===== config.mk =====
export PLATFORM = sky130hd
export DESIGN_NAME = dm_axi_master_flat
export DESIGN_NICKNAME = d
export VERILOG_FILES = /design/src/rtl/dm_axi_master_if.sv /design/src/rtl/dm_axi_master.sv /design/src/flat_wrapper.sv
export SDC_FILE = /design/constraint.sdc
export NUM_CORES = 1
export LEC_CHECK = 0
export CAP_MARGIN = 20
export CORE_AREA = 2 2 116 118
export DETAILED_ROUTE_END_ITERATION = 10
export DIE_AREA = 0 0 118 120
export HOLD_SLACK_MARGIN = 0.05
export PLACE_DENSITY_LB_ADDON = 0.25
export SKIP_CTS_REPAIR_TIMING = 1
export SYNTH_ARGS = -nofsm -noshare
export SYNTH_HDL_FRONTEND = slang
export SYNTH_SLANG_ARGS = --single-unit

===== constraint.sdc =====
create_clock -name clk -period 3.5 [get_ports clk]
set_clock_uncertainty 0.15 [all_clocks]
set_input_delay 0.7 -clock clk [delete_from_list [all_inputs] [get_ports clk]]
set_output_delay 0.7 -clock clk [all_outputs]
set_load 0.005 [all_outputs]

===== src/rtl/dm_axi_master_if.sv =====
// Single-beat AXI4 link between the data-memory bus adapter (master) and the
// memory-side slave. All five channels are grouped here.
interface dm_axi_master_if #(
    parameter int ID_WIDTH = 4
);
    logic [ID_WIDTH-1:0] ARID;
    logic [31:0]         ARADDR;
    logic [7:0]          ARLEN;
    logic [2:0]          ARSIZE;
    logic [1:0]          ARBURST;
    logic                ARVALID;
    logic                ARREADY;

    logic [ID_WIDTH-1:0] RID;
    logic [31:0]         RDATA;
    logic [1:0]          RRESP;
    logic                RLAST;
    logic                RVALID;
    logic                RREADY;

    logic [ID_WIDTH-1:0] AWID;
    logic [31:0]         AWADDR;
    logic [7:0]          AWLEN;
    logic [2:0]          AWSIZE;
    logic [1:0]          AWBURST;
    logic                AWVALID;
    logic                AWREADY;

    logic [31:0]         WDATA;
    logic [3:0]          WSTRB;
    logic                WLAST;
    logic                WVALID;
    logic                WREADY;

    logic [ID_WIDTH-1:0] BID;
    logic [1:0]          BRESP;
    logic                BVALID;
    logic                BREADY;

    modport master (
        output ARID, ARADDR, ARLEN, ARSIZE, ARBURST, ARVALID,
        input  ARREADY,
        input  RID, RDATA, RRESP, RLAST, RVALID,
        output RREADY,
        output AWID, AWADDR, AWLEN, AWSIZE, AWBURST, AWVALID,
        input  AWREADY,
        output WDATA, WSTRB, WLAST, WVALID,
        input  WREADY,
        input  BID, BRESP, BVALID,
        output BREADY
    );

    modport slave (
        input  ARID, ARADDR, ARLEN, ARSIZE, ARBURST, ARVALID,
        output ARREADY,
        output RID, RDATA, RRESP, RLAST, RVALID,
        input  RREADY,
        input  AWID, AWADDR, AWLEN, AWSIZE, AWBURST, AWVALID,
        output AWREADY,
        input  WDATA, WSTRB, WLAST, WVALID,
        output WREADY,
        output BID, BRESP, BVALID,
        input  BREADY
    );
endinterface


===== src/rtl/dm_axi_master.sv =====
// Data-memory bus adapter: turns each MEM-stage DM request into one single-beat
// AXI4 read or write and freezes the pipeline until it completes.
module dm_axi_master #(
    parameter int ID_WIDTH = 4,
    parameter int AXI_ID   = 1
) (
    input  logic            clk,
    input  logic            rst,
    input  logic            i_DM_CS,
    input  logic            i_DM_OE,
    input  logic [3:0]      i_DM_WEB,
    input  logic [31:0]     i_DM_addr,
    input  logic [31:0]     i_DM_DI,
    output logic [31:0]     o_DM_DO,
    output logic            o_mem_stall,
    output logic            o_bus_err,
    dm_axi_master_if.master io_axi
);
    typedef enum logic [2:0] {
        S_IDLE,
        S_RD_ADDR,
        S_RD_DATA,
        S_WR_REQ,
        S_WR_RESP,
        S_DONE
    } state_t;

    state_t      r_state;
    state_t      w_next;
    logic [31:0] r_addr;
    logic [31:0] r_wdata;
    logic [3:0]  r_wstrb;
    logic [31:0] r_do;
    logic        r_aw_done;
    logic        r_w_done;
    logic        r_err;

    logic        w_wr_req;
    logic        w_rd_req;
    logic        w_arvalid;
    logic        w_rready;
    logic        w_awvalid;
    logic        w_wvalid;
    logic        w_bready;
    logic        w_unused;

    // A write wins when a store and a load are both flagged.
    assign w_wr_req = i_DM_CS & ~(&i_DM_WEB);
    assign w_rd_req = i_DM_CS & i_DM_OE & ~w_wr_req;

    always_ff @(posedge clk) begin
        // NOTE: state registers use non-blocking assignment so every flop samples pre-edge values.
        if (rst) r_state <= S_IDLE;
        else     r_state <= w_next;
    end

    always_comb begin
        // NOTE: every output gets a default first, so no path can infer a latch.
        w_next      = r_state;
        w_arvalid   = 1'b0;
        w_rready    = 1'b0;
        w_awvalid   = 1'b0;
        w_wvalid    = 1'b0;
        w_bready    = 1'b0;
        o_mem_stall = 1'b0;
        o_bus_err   = 1'b0;
        case (r_state)
            S_IDLE: begin
                o_mem_stall = w_wr_req | w_rd_req;
                if (w_wr_req)      w_next = S_WR_REQ;
                else if (w_rd_req) w_next = S_RD_ADDR;
            end
            S_RD_ADDR: begin
                o_mem_stall = 1'b1;
                w_arvalid   = 1'b1;
                if (io_axi.ARREADY) w_next = S_RD_DATA;
            end
            S_RD_DATA: begin
                o_mem_stall = 1'b1;
                w_rready    = 1'b1;
                if (io_axi.RVALID) w_next = S_DONE;
            end
            S_WR_REQ: begin
                // AW and W retire independently; leave once both have (or do now).
                o_mem_stall = 1'b1;
                w_awvalid   = ~r_aw_done;
                w_wvalid    = ~r_w_done;
                if ((r_aw_done | io_axi.AWREADY) & (r_w_done | io_axi.WREADY))
                    w_next = S_WR_RESP;
            end
            S_WR_RESP: begin
                o_mem_stall = 1'b1;
                w_bready    = 1'b1;
                if (io_axi.BVALID) w_next = S_DONE;
            end
            S_DONE: begin
                o_bus_err = r_err;
                w_next    = S_IDLE;
            end
            default: w_next = S_IDLE;
        endcase
    end

    always_ff @(posedge clk) begin
        if (rst) begin
            r_addr    <= '0;
            r_wdata   <= '0;
            r_wstrb   <= '0;
            r_do      <= '0;
            r_aw_done <= 1'b0;
            r_w_done  <= 1'b0;
            r_err     <= 1'b0;
        end else begin
            case (r_state)
                S_IDLE: begin
                    if (w_wr_req | w_rd_req) begin
                        r_addr    <= {i_DM_addr[31:2], 2'b00};
                        r_aw_done <= 1'b0;
                        r_w_done  <= 1'b0;
                    end
                    if (w_wr_req) begin
                        r_wdata <= i_DM_DI;
                        r_wstrb <= ~i_DM_WEB;
                    end
                end
                S_RD_DATA: begin
                    if (io_axi.RVALID) begin
                        r_do  <= io_axi.RDATA;
                        r_err <= |io_axi.RRESP;
                    end
                end
                S_WR_REQ: begin
                    if (io_axi.AWREADY) r_aw_done <= 1'b1;
                    if (io_axi.WREADY)  r_w_done  <= 1'b1;
                end
                S_WR_RESP: begin
                    if (io_axi.BVALID) r_err <= |io_axi.BRESP;
                end
                default: ;
            endcase
        end
    end

    assign o_DM_DO = r_do;

    assign io_axi.ARID    = ID_WIDTH'(AXI_ID);
    assign io_axi.ARADDR  = r_addr;
    assign io_axi.ARLEN   = 8'd0;
    assign io_axi.ARSIZE  = 3'b010;
    assign io_axi.ARBURST = 2'b01;
    assign io_axi.ARVALID = w_arvalid;
    assign io_axi.RREADY  = w_rready;

    assign io_axi.AWID    = ID_WIDTH'(AXI_ID);
    assign io_axi.AWADDR  = r_addr;
    assign io_axi.AWLEN   = 8'd0;
    assign io_axi.AWSIZE  = 3'b010;
    assign io_axi.AWBURST = 2'b01;
    assign io_axi.AWVALID = w_awvalid;

    assign io_axi.WDATA   = r_wdata;
    assign io_axi.WSTRB   = r_wstrb;
    assign io_axi.WLAST   = 1'b1;
    assign io_axi.WVALID  = w_wvalid;
    assign io_axi.BREADY  = w_bready;

    // Single outstanding transaction with a fixed ID: response IDs and RLAST carry no information.
    assign w_unused = ^{io_axi.RID, io_axi.RLAST, io_axi.BID, i_DM_addr[1:0]};
endmodule

===== src/flat_wrapper.sv =====
// flat-port wrapper written by rule: the top's interface ports become plain ports
module dm_axi_master_flat 
#(
    parameter int ID_WIDTH = 4,
    parameter int AXI_ID   = 1
)
  (clk, rst, i_DM_CS, i_DM_OE, i_DM_WEB, i_DM_addr, i_DM_DI, o_DM_DO, o_mem_stall, o_bus_err, io_axi_ARID, io_axi_ARADDR, io_axi_ARLEN, io_axi_ARSIZE, io_axi_ARBURST, io_axi_ARVALID, io_axi_ARREADY, io_axi_RID, io_axi_RDATA, io_axi_RRESP, io_axi_RLAST, io_axi_RVALID, io_axi_RREADY, io_axi_AWID, io_axi_AWADDR, io_axi_AWLEN, io_axi_AWSIZE, io_axi_AWBURST, io_axi_AWVALID, io_axi_AWREADY, io_axi_WDATA, io_axi_WSTRB, io_axi_WLAST, io_axi_WVALID, io_axi_WREADY, io_axi_BID, io_axi_BRESP, io_axi_BVALID, io_axi_BREADY);
  dm_axi_master_if #(.ID_WIDTH(ID_WIDTH)) io_axi_i ();
  input  logic clk;
  input  logic rst;
  input  logic i_DM_CS;
  input  logic i_DM_OE;
  input  logic [3:0] i_DM_WEB;
  input  logic [31:0] i_DM_addr;
  input  logic [31:0] i_DM_DI;
  output logic [31:0] o_DM_DO;
  output logic o_mem_stall;
  output logic o_bus_err;
  output wire logic [$bits(io_axi_i.ARID)-1:0] io_axi_ARID;
  output wire logic [$bits(io_axi_i.ARADDR)-1:0] io_axi_ARADDR;
  output wire logic [$bits(io_axi_i.ARLEN)-1:0] io_axi_ARLEN;
  output wire logic [$bits(io_axi_i.ARSIZE)-1:0] io_axi_ARSIZE;
  output wire logic [$bits(io_axi_i.ARBURST)-1:0] io_axi_ARBURST;
  output wire logic [$bits(io_axi_i.ARVALID)-1:0] io_axi_ARVALID;
  input wire logic [$bits(io_axi_i.ARREADY)-1:0] io_axi_ARREADY;
  input wire logic [$bits(io_axi_i.RID)-1:0] io_axi_RID;
  input wire logic [$bits(io_axi_i.RDATA)-1:0] io_axi_RDATA;
  input wire logic [$bits(io_axi_i.RRESP)-1:0] io_axi_RRESP;
  input wire logic [$bits(io_axi_i.RLAST)-1:0] io_axi_RLAST;
  input wire logic [$bits(io_axi_i.RVALID)-1:0] io_axi_RVALID;
  output wire logic [$bits(io_axi_i.RREADY)-1:0] io_axi_RREADY;
  output wire logic [$bits(io_axi_i.AWID)-1:0] io_axi_AWID;
  output wire logic [$bits(io_axi_i.AWADDR)-1:0] io_axi_AWADDR;
  output wire logic [$bits(io_axi_i.AWLEN)-1:0] io_axi_AWLEN;
  output wire logic [$bits(io_axi_i.AWSIZE)-1:0] io_axi_AWSIZE;
  output wire logic [$bits(io_axi_i.AWBURST)-1:0] io_axi_AWBURST;
  output wire logic [$bits(io_axi_i.AWVALID)-1:0] io_axi_AWVALID;
  input wire logic [$bits(io_axi_i.AWREADY)-1:0] io_axi_AWREADY;
  output wire logic [$bits(io_axi_i.WDATA)-1:0] io_axi_WDATA;
  output wire logic [$bits(io_axi_i.WSTRB)-1:0] io_axi_WSTRB;
  output wire logic [$bits(io_axi_i.WLAST)-1:0] io_axi_WLAST;
  output wire logic [$bits(io_axi_i.WVALID)-1:0] io_axi_WVALID;
  input wire logic [$bits(io_axi_i.WREADY)-1:0] io_axi_WREADY;
  input wire logic [$bits(io_axi_i.BID)-1:0] io_axi_BID;
  input wire logic [$bits(io_axi_i.BRESP)-1:0] io_axi_BRESP;
  input wire logic [$bits(io_axi_i.BVALID)-1:0] io_axi_BVALID;
  output wire logic [$bits(io_axi_i.BREADY)-1:0] io_axi_BREADY;
  assign io_axi_ARID = io_axi_i.ARID;
  assign io_axi_ARADDR = io_axi_i.ARADDR;
  assign io_axi_ARLEN = io_axi_i.ARLEN;
  assign io_axi_ARSIZE = io_axi_i.ARSIZE;
  assign io_axi_ARBURST = io_axi_i.ARBURST;
  assign io_axi_ARVALID = io_axi_i.ARVALID;
  assign io_axi_i.ARREADY = io_axi_ARREADY;
  assign io_axi_i.RID = io_axi_RID;
  assign io_axi_i.RDATA = io_axi_RDATA;
  assign io_axi_i.RRESP = io_axi_RRESP;
  assign io_axi_i.RLAST = io_axi_RLAST;
  assign io_axi_i.RVALID = io_axi_RVALID;
  assign io_axi_RREADY = io_axi_i.RREADY;
  assign io_axi_AWID = io_axi_i.AWID;
  assign io_axi_AWADDR = io_axi_i.AWADDR;
  assign io_axi_AWLEN = io_axi_i.AWLEN;
  assign io_axi_AWSIZE = io_axi_i.AWSIZE;
  assign io_axi_AWBURST = io_axi_i.AWBURST;
  assign io_axi_AWVALID = io_axi_i.AWVALID;
  assign io_axi_i.AWREADY = io_axi_AWREADY;
  assign io_axi_WDATA = io_axi_i.WDATA;
  assign io_axi_WSTRB = io_axi_i.WSTRB;
  assign io_axi_WLAST = io_axi_i.WLAST;
  assign io_axi_WVALID = io_axi_i.WVALID;
  assign io_axi_i.WREADY = io_axi_WREADY;
  assign io_axi_i.BID = io_axi_BID;
  assign io_axi_i.BRESP = io_axi_BRESP;
  assign io_axi_i.BVALID = io_axi_BVALID;
  assign io_axi_BREADY = io_axi_i.BREADY;
  dm_axi_master #(.ID_WIDTH(ID_WIDTH), .AXI_ID(AXI_ID)) u_core (.clk(clk), .rst(rst), .i_DM_CS(i_DM_CS), .i_DM_OE(i_DM_OE), .i_DM_WEB(i_DM_WEB), .i_DM_addr(i_DM_addr), .i_DM_DI(i_DM_DI), .o_DM_DO(o_DM_DO), .o_mem_stall(o_mem_stall), .o_bus_err(o_bus_err), .io_axi(io_axi_i));
endmodule

==> results of run 1 <==
==> per-layer routing <==
layer / vias to the layer above / wire [um]
met5: - / 0
met4: 0 / 301
met3: 22 / 1090
met2: 201 / 6610
met1: 1973 / 5530
li1: 2138 / -
==> logic make-up after synthesis <==
group,Yosys count
mux,31
buf+inv,117
compound gates,118
simple gates,190
other cells,2
flops,104
==> through the flow <==
stage | cells | worst slack, ps | area [um2] | power [uW] | util
floorplan | 599 | 1350 | 4940 | 1850 | -
global placement | 911 | 588 | 6930 | 2240 | 0.534
detailed placement | 911 | 571 | 6930 | 2260 | 0.534
CTS | 926 | 538 | 7240 | 3320 | 0.558
global route | 926 | 448 | 7240 | 3440 | 0.558
finish | 926 | 546 | 7240 | 3280 | 0.558
==> cell usage after synthesis, drive strengths merged, types with 2 or more instances <==
cell type,count,area share
nor3,3,0.0031
a21oi,71,0.074
mux2i,30,0.063
nand2b,64,0.083
nor2b,2,0.0026
clkbuf,25,0.020
nor3b,2,0.0031
conb,2,0.0016
or4b,2,0.0050
dfxtp,104,0.43
o21ai,37,0.039
buf,91,0.14
o21a,2,0.0031
nand3,32,0.033
nor2,5,0.0039
a221oi,2,0.0036
o22ai,2,0.0026
nand2,67,0.052
==> cells in the final DEF, fill, tap and decap left out, types with 2 or more instances in the layout <==
cell / n
o22ai_1: 2
nand2b_1: 64
conb_1: 39
nand3_1: 32
mux2i_1: 30
clkinvlp_4: 3
bufinv_16: 2
a221oi_1: 2
nor3b_1: 2
nor2b_1: 2
buf_4: 8
o21ai_1: 35
nand2_1: 67
nor3_1: 3
a21oi_1: 71
nor2_1: 5
dfxtp_1: 104
clkbuf_16: 9
clkdlybuf4s50_1: 244
==> critical path, cell delays in order (launching register included) <==
cell and delay (ps):
dfxtp_1 680, or3b_1 470, inv_1 80, clkdlybuf4s50_1 540
==> cell type report <==
cell class	count	area, um2
Clock buffer	10	229
Clock inverter	5	82.6
Fill cell	1161	5740
Inverter	1	3.75
Multi-Input combinational cell	378	2120
Sequential cell	104	2080
Tap cell	176	220
Timing Repair Buffer	252	2500
==> flip-flops by register name, summed over array words and instances, names as in the netlist <==
name,cells
u_core.io_axi.WSTRB,4
u_core.io_axi.WDATA,32
u_core.o_DM_DO,32
u_core.r_w_done,1
u_core.r_aw_done,1
u_core.r_err,1
u_core.r_state,3
u_core.io_axi.ARADDR,30
==> worst paths after layout <==
kind	from	end	slack [ps]
worst max-delay path	u_core.r_state[2]$_SDFFE_PP0P_	io_axi_BREADY	550
worst min register to register	u_core.o_DM_DO[16]$_SDFFE_PP0P_	u_core.o_DM_DO[16]$_SDFFE_PP0P_	300
worst max register to register	u_core.r_state[1]$_SDFFE_PP0P_	u_core.o_DM_DO[14]$_SDFFE_PP0P_	1400
worst min-delay path	u_core.o_DM_DO[16]$_SDFFE_PP0P_	u_core.o_DM_DO[16]$_SDFFE_PP0P_	300
==> report_power, final <==
| part | switching (uW) | internal, uW |
|---|---|---|
| combinational | 329 | 504 |
| clock | 430 | 623 |
| sequential | 95.0 | 1300 |
| total | 854 | 2420 |
==> impl_metrics.env, run 1 <==
export IMPL_grt_met3_usage=0.0523
export IMPL_grt_busiest_layer="met2"
export IMPL_tns_ps=0
export IMPL_synth_compound_area_frac=0.130
export IMPL_drive_gt1_frac=0.0387
export IMPL_cp_data_required_time_ps=2650
export IMPL_finalMaxSlewViolations=0
export IMPL_start_kind="flop"
export IMPL_synth_simple_area_share=0.211
export IMPL_end_kind="primary output"
export IMPL_die_w_um=118
export IMPL_synthAdderAreaFrac=0
export IMPL_max_slew_margin=0.342
export IMPL_routedWlPerCell_um=14.6
export IMPL_root_buffer="clkbuf_16"
export IMPL_gp_congestion=0.805
export IMPL_finalSetupViolations=0
export IMPL_critPathMaxFanout=15
export IMPL_min_delay_path_class="flop to flop"
export IMPL_use_met1=0.218
export IMPL_final_hold_viol_count=0
export IMPL_synth_xor_area_share=0
export IMPL_grt_pass1_vias=4269
export IMPL_routed_wl_um=13500
export IMPL_viasPerCell=4.68
export IMPL_grt_ovfl_total=0
export IMPL_grt_first_pass_wirelength_um=21000
export IMPL_peakVddDrop_v=0.000205
export IMPL_die_height_um=120
export IMPL_holdWs_ps=303
export IMPL_port_buffers=245
export IMPL_yosysSeqAreaShare=0.434
export IMPL_ys_ff_latch=104
export IMPL_synth_area_per_cell_um2=8.54
export IMPL_timing_fmax_ghz=0.339
export IMPL_antenna_found_initial=0
export IMPL_layout_nets=868
export IMPL_grt_setup_unrepaired="false"
export IMPL_min_period_ps=2950
export IMPL_vias=4334
export IMPL_synthMuxAreaShare=0.0649
export IMPL_yosysWarnings=0
export IMPL_cts_tree="built"
export IMPL_power_density_nw_per_um2=453
export IMPL_grt_max_degree=119
export IMPL_status="complete, no violations"
export IMPL_syn_inst=562
export IMPL_r2r_cells=4
export IMPL_drtIter0Drc=247
export IMPL_cts_buffers=9
export IMPL_drc=0
export IMPL_path_class="flop to primary output"
export IMPL_ant_nets=0
export IMPL_power_leakage_uw=0.00259
export IMPL_dieArea_um2=14200
export IMPL_hpwl_um=9810
export IMPL_syn_to_final_growth_pct=50.8
export IMPL_pin_count=296
export IMPL_cts_max_level=3
export IMPL_post_route_period_util=0.844
export IMPL_clock_path_buffers=2
export IMPL_synth_edff_count=0
export IMPL_rows=42
export IMPL_synth_top_family_by_area="simple AND/OR/NAND/NOR gates"
export IMPL_dr_pass1_iters=4
export IMPL_start_util=0.370
export IMPL_diodes=0
export IMPL_worstMarginPinSlew_ps=988
export IMPL_min_path_cells=2
export IMPL_coreArea_um2=13000
export IMPL_clk_pin_slew_ps=70
export IMPL_clk_latency_ps=330
export IMPL_grt_util_all_layers=0.185
export IMPL_cp_arrival_ps=2100
export IMPL_synth_ff_type="dfxtp_1"
export IMPL_grt_util_met2=0.317
export IMPL_synth_area_um2=4800
export IMPL_ys_types=43
export IMPL_cts_sinks=104
export IMPL_timing_max_cap_violations=0
export IMPL_synth_async_sr_flop_share=0
(Power assumes the default switching activity.)
==> run 2: changes to the inputs <==
--- a/config.mk
+++ b/config.mk
@@ -6,9 +6,9 @@
 export NUM_CORES = 1
 export LEC_CHECK = 0
 export CAP_MARGIN = 20
-export CORE_AREA = 2 2 116 118
+export CORE_AREA = 2 2 117 119
 export DETAILED_ROUTE_END_ITERATION = 10
-export DIE_AREA = 0 0 118 120
+export DIE_AREA = 0 0 119 121
 export HOLD_SLACK_MARGIN = 0.05
 export PLACE_DENSITY_LB_ADDON = 0.25
 export SKIP_CTS_REPAIR_TIMING = 1
==> constraint.sdc (replaced) <==
create_clock -name clk -period 2.8 [get_ports clk]
set_clock_uncertainty 0.15 [all_clocks]
set_input_delay 0.56 -clock clk [delete_from_list [all_inputs] [get_ports clk]]
set_output_delay 0.56 -clock clk [all_outputs]
set_load 0.005 [all_outputs]
==> impl_metrics.env, run 2 (synthesized netlist as in run 1, its figures left out) <==
export IMPL_max_slew_margin=0.493
export IMPL_grt_util_all_layers=0.176
export IMPL_dieArea_um2=14400
export IMPL_final_hold_viol_count=0
export IMPL_die_height_um=121
export IMPL_diodes=0
export IMPL_stdcell_area_um2=7290
export IMPL_cp_data_required_time_ps=2090
export IMPL_grt_pass1_vias=4145
export IMPL_layout_commonest_cell="clkdlybuf4s50_1"
export IMPL_status="complete, no violations"
export IMPL_min_delay_path_class="flop to flop"
export IMPL_post_route_period_util=0.955
export IMPL_finalSetupViolations=0
export IMPL_die_w_um=119
export IMPL_peakVddDrop_v=0.000271
export IMPL_worstMarginPinSlew_ps=760
export IMPL_clock_path_buffers=2
export IMPL_finalMaxSlewViolations=0
export IMPL_timing_fmax_ghz=0.374
export IMPL_drtIter0Drc=225
export IMPL_coreArea_um2=13100
export IMPL_grt_max_degree=95
export IMPL_tns_ps=0
export IMPL_syn_to_final_growth_pct=51.8
export IMPL_grt_ovfl_total=0
export IMPL_drive_gt1_frac=0.0438
export IMPL_clk_latency_ps=340
export IMPL_clk_pin_slew_ps=70
export IMPL_place_area_um2=6990
export IMPL_gp_congestion=0.734
export IMPL_cts_sinks=104
export IMPL_min_period_ps=2670
export IMPL_pin_count=296
export IMPL_hpwl_um=9690
export IMPL_dr_pass1_iters=4
export IMPL_start_util=0.367
export IMPL_cts_tree="built"
export IMPL_end_kind="primary output"
export IMPL_critPathMaxFanout=3
export IMPL_drc=0
export IMPL_power_density_nw_per_um2=557
export IMPL_timing_max_cap_violations=0
export IMPL_cp_arrival_ps=1960
export IMPL_antenna_found_initial=0
export IMPL_routedWlPerCell_um=14.3
export IMPL_rows=42
export IMPL_layout_common_cells="clkdlybuf4s50_1 (244), dfxtp_1 (104), a21oi_1 (71), nand2_1 (67), nand2b_1 (64)"
export IMPL_viasPerCell=4.73
export IMPL_cts_buffers=9
export IMPL_grt_setup_unrepaired="false"
export IMPL_grt_first_pass_wirelength_um=20300
export IMPL_routed_wl_um=13300
export IMPL_path_class="input port to primary output"
export IMPL_root_buffer="clkbuf_16"
export IMPL_ant_nets=0
export IMPL_cts_max_level=3
export IMPL_power_leakage_uw=0.00261
export IMPL_vias=4403
export IMPL_start_kind="input port"
export IMPL_port_buffers=245
export IMPL_layout_nets=871
## run 2: final cells by class
| class | instances | area (um2) |
|---|---|---|
| fillers | 1212 | 5800 |
| repair buffers | 255 | 2560 |
| multi-input cells | 378 | 2120 |
| flip-flops and latches | 104 | 2080 |
| clock buffers | 10 | 229 |
| well taps | 176 | 220 |
| clock inverters | 6 | 70.1 |
| inverters | 1 | 3.75 |
## run 2: final timing paths
kind                              startpoint  cells past startpoint                         endpoint  slack [ps]
max                              i_DM_WEB[3]                      5                      o_mem_stall         130
min          u_core.o_DM_DO[29]$_SDFFE_PP0P_                      2  u_core.o_DM_DO[29]$_SDFFE_PP0P_         300
max reg2reg   u_core.r_state[1]$_SDFFE_PP0P_                      4   u_core.o_DM_DO[9]$_SDFFE_PP0P_         770
min reg2reg  u_core.o_DM_DO[29]$_SDFFE_PP0P_                      2  u_core.o_DM_DO[29]$_SDFFE_PP0P_         300
## run 2: per-layer routing
metal | routed length, um | track usage | share of wire | vias to the layer above
met2 | 6450 | 0.302 | 0.49 | 210
met3 | 1240 | 0.0597 | 0.093 | 26
met1 | 5240 | 0.202 | 0.39 | 2024
li1 | - | - | - | 2143
met4 | 355 | 0.0699 | 0.027 | 0
met5 | 0 | 0 | 0 | -
## run 2: per-stage QoR
stage | setup slack, ps | util | instances | power, uW | hold slack (ps)
finish | 127 | 0.557 | 930 | 4060 | 305
global route | 11.9 | 0.557 | 930 | 4280 | 324
CTS | 110 | 0.557 | 930 | 4120 | 306
detailed placement | 115 | 0.534 | 914 | 2840 | 296
global placement | 101 | 0.534 | 914 | 2820 | 292
floorplan | 931 | - | 599 | 2320 | 303
## run 2: worst max-delay path, cell delays in order
cell             delay, ps
clkdlybuf4s50_1        500
nand4_1                150
o21ai_0                180
a21oi_1                 90
clkdlybuf4s50_1        480
## run 2: where the power goes
part	switching, uW	leakage (uW)	internal [uW]
clock network	561	0.000135	697
logic	422	0.00163	651
registers	107	0.000849	1620
total	1090	0.00261	2970
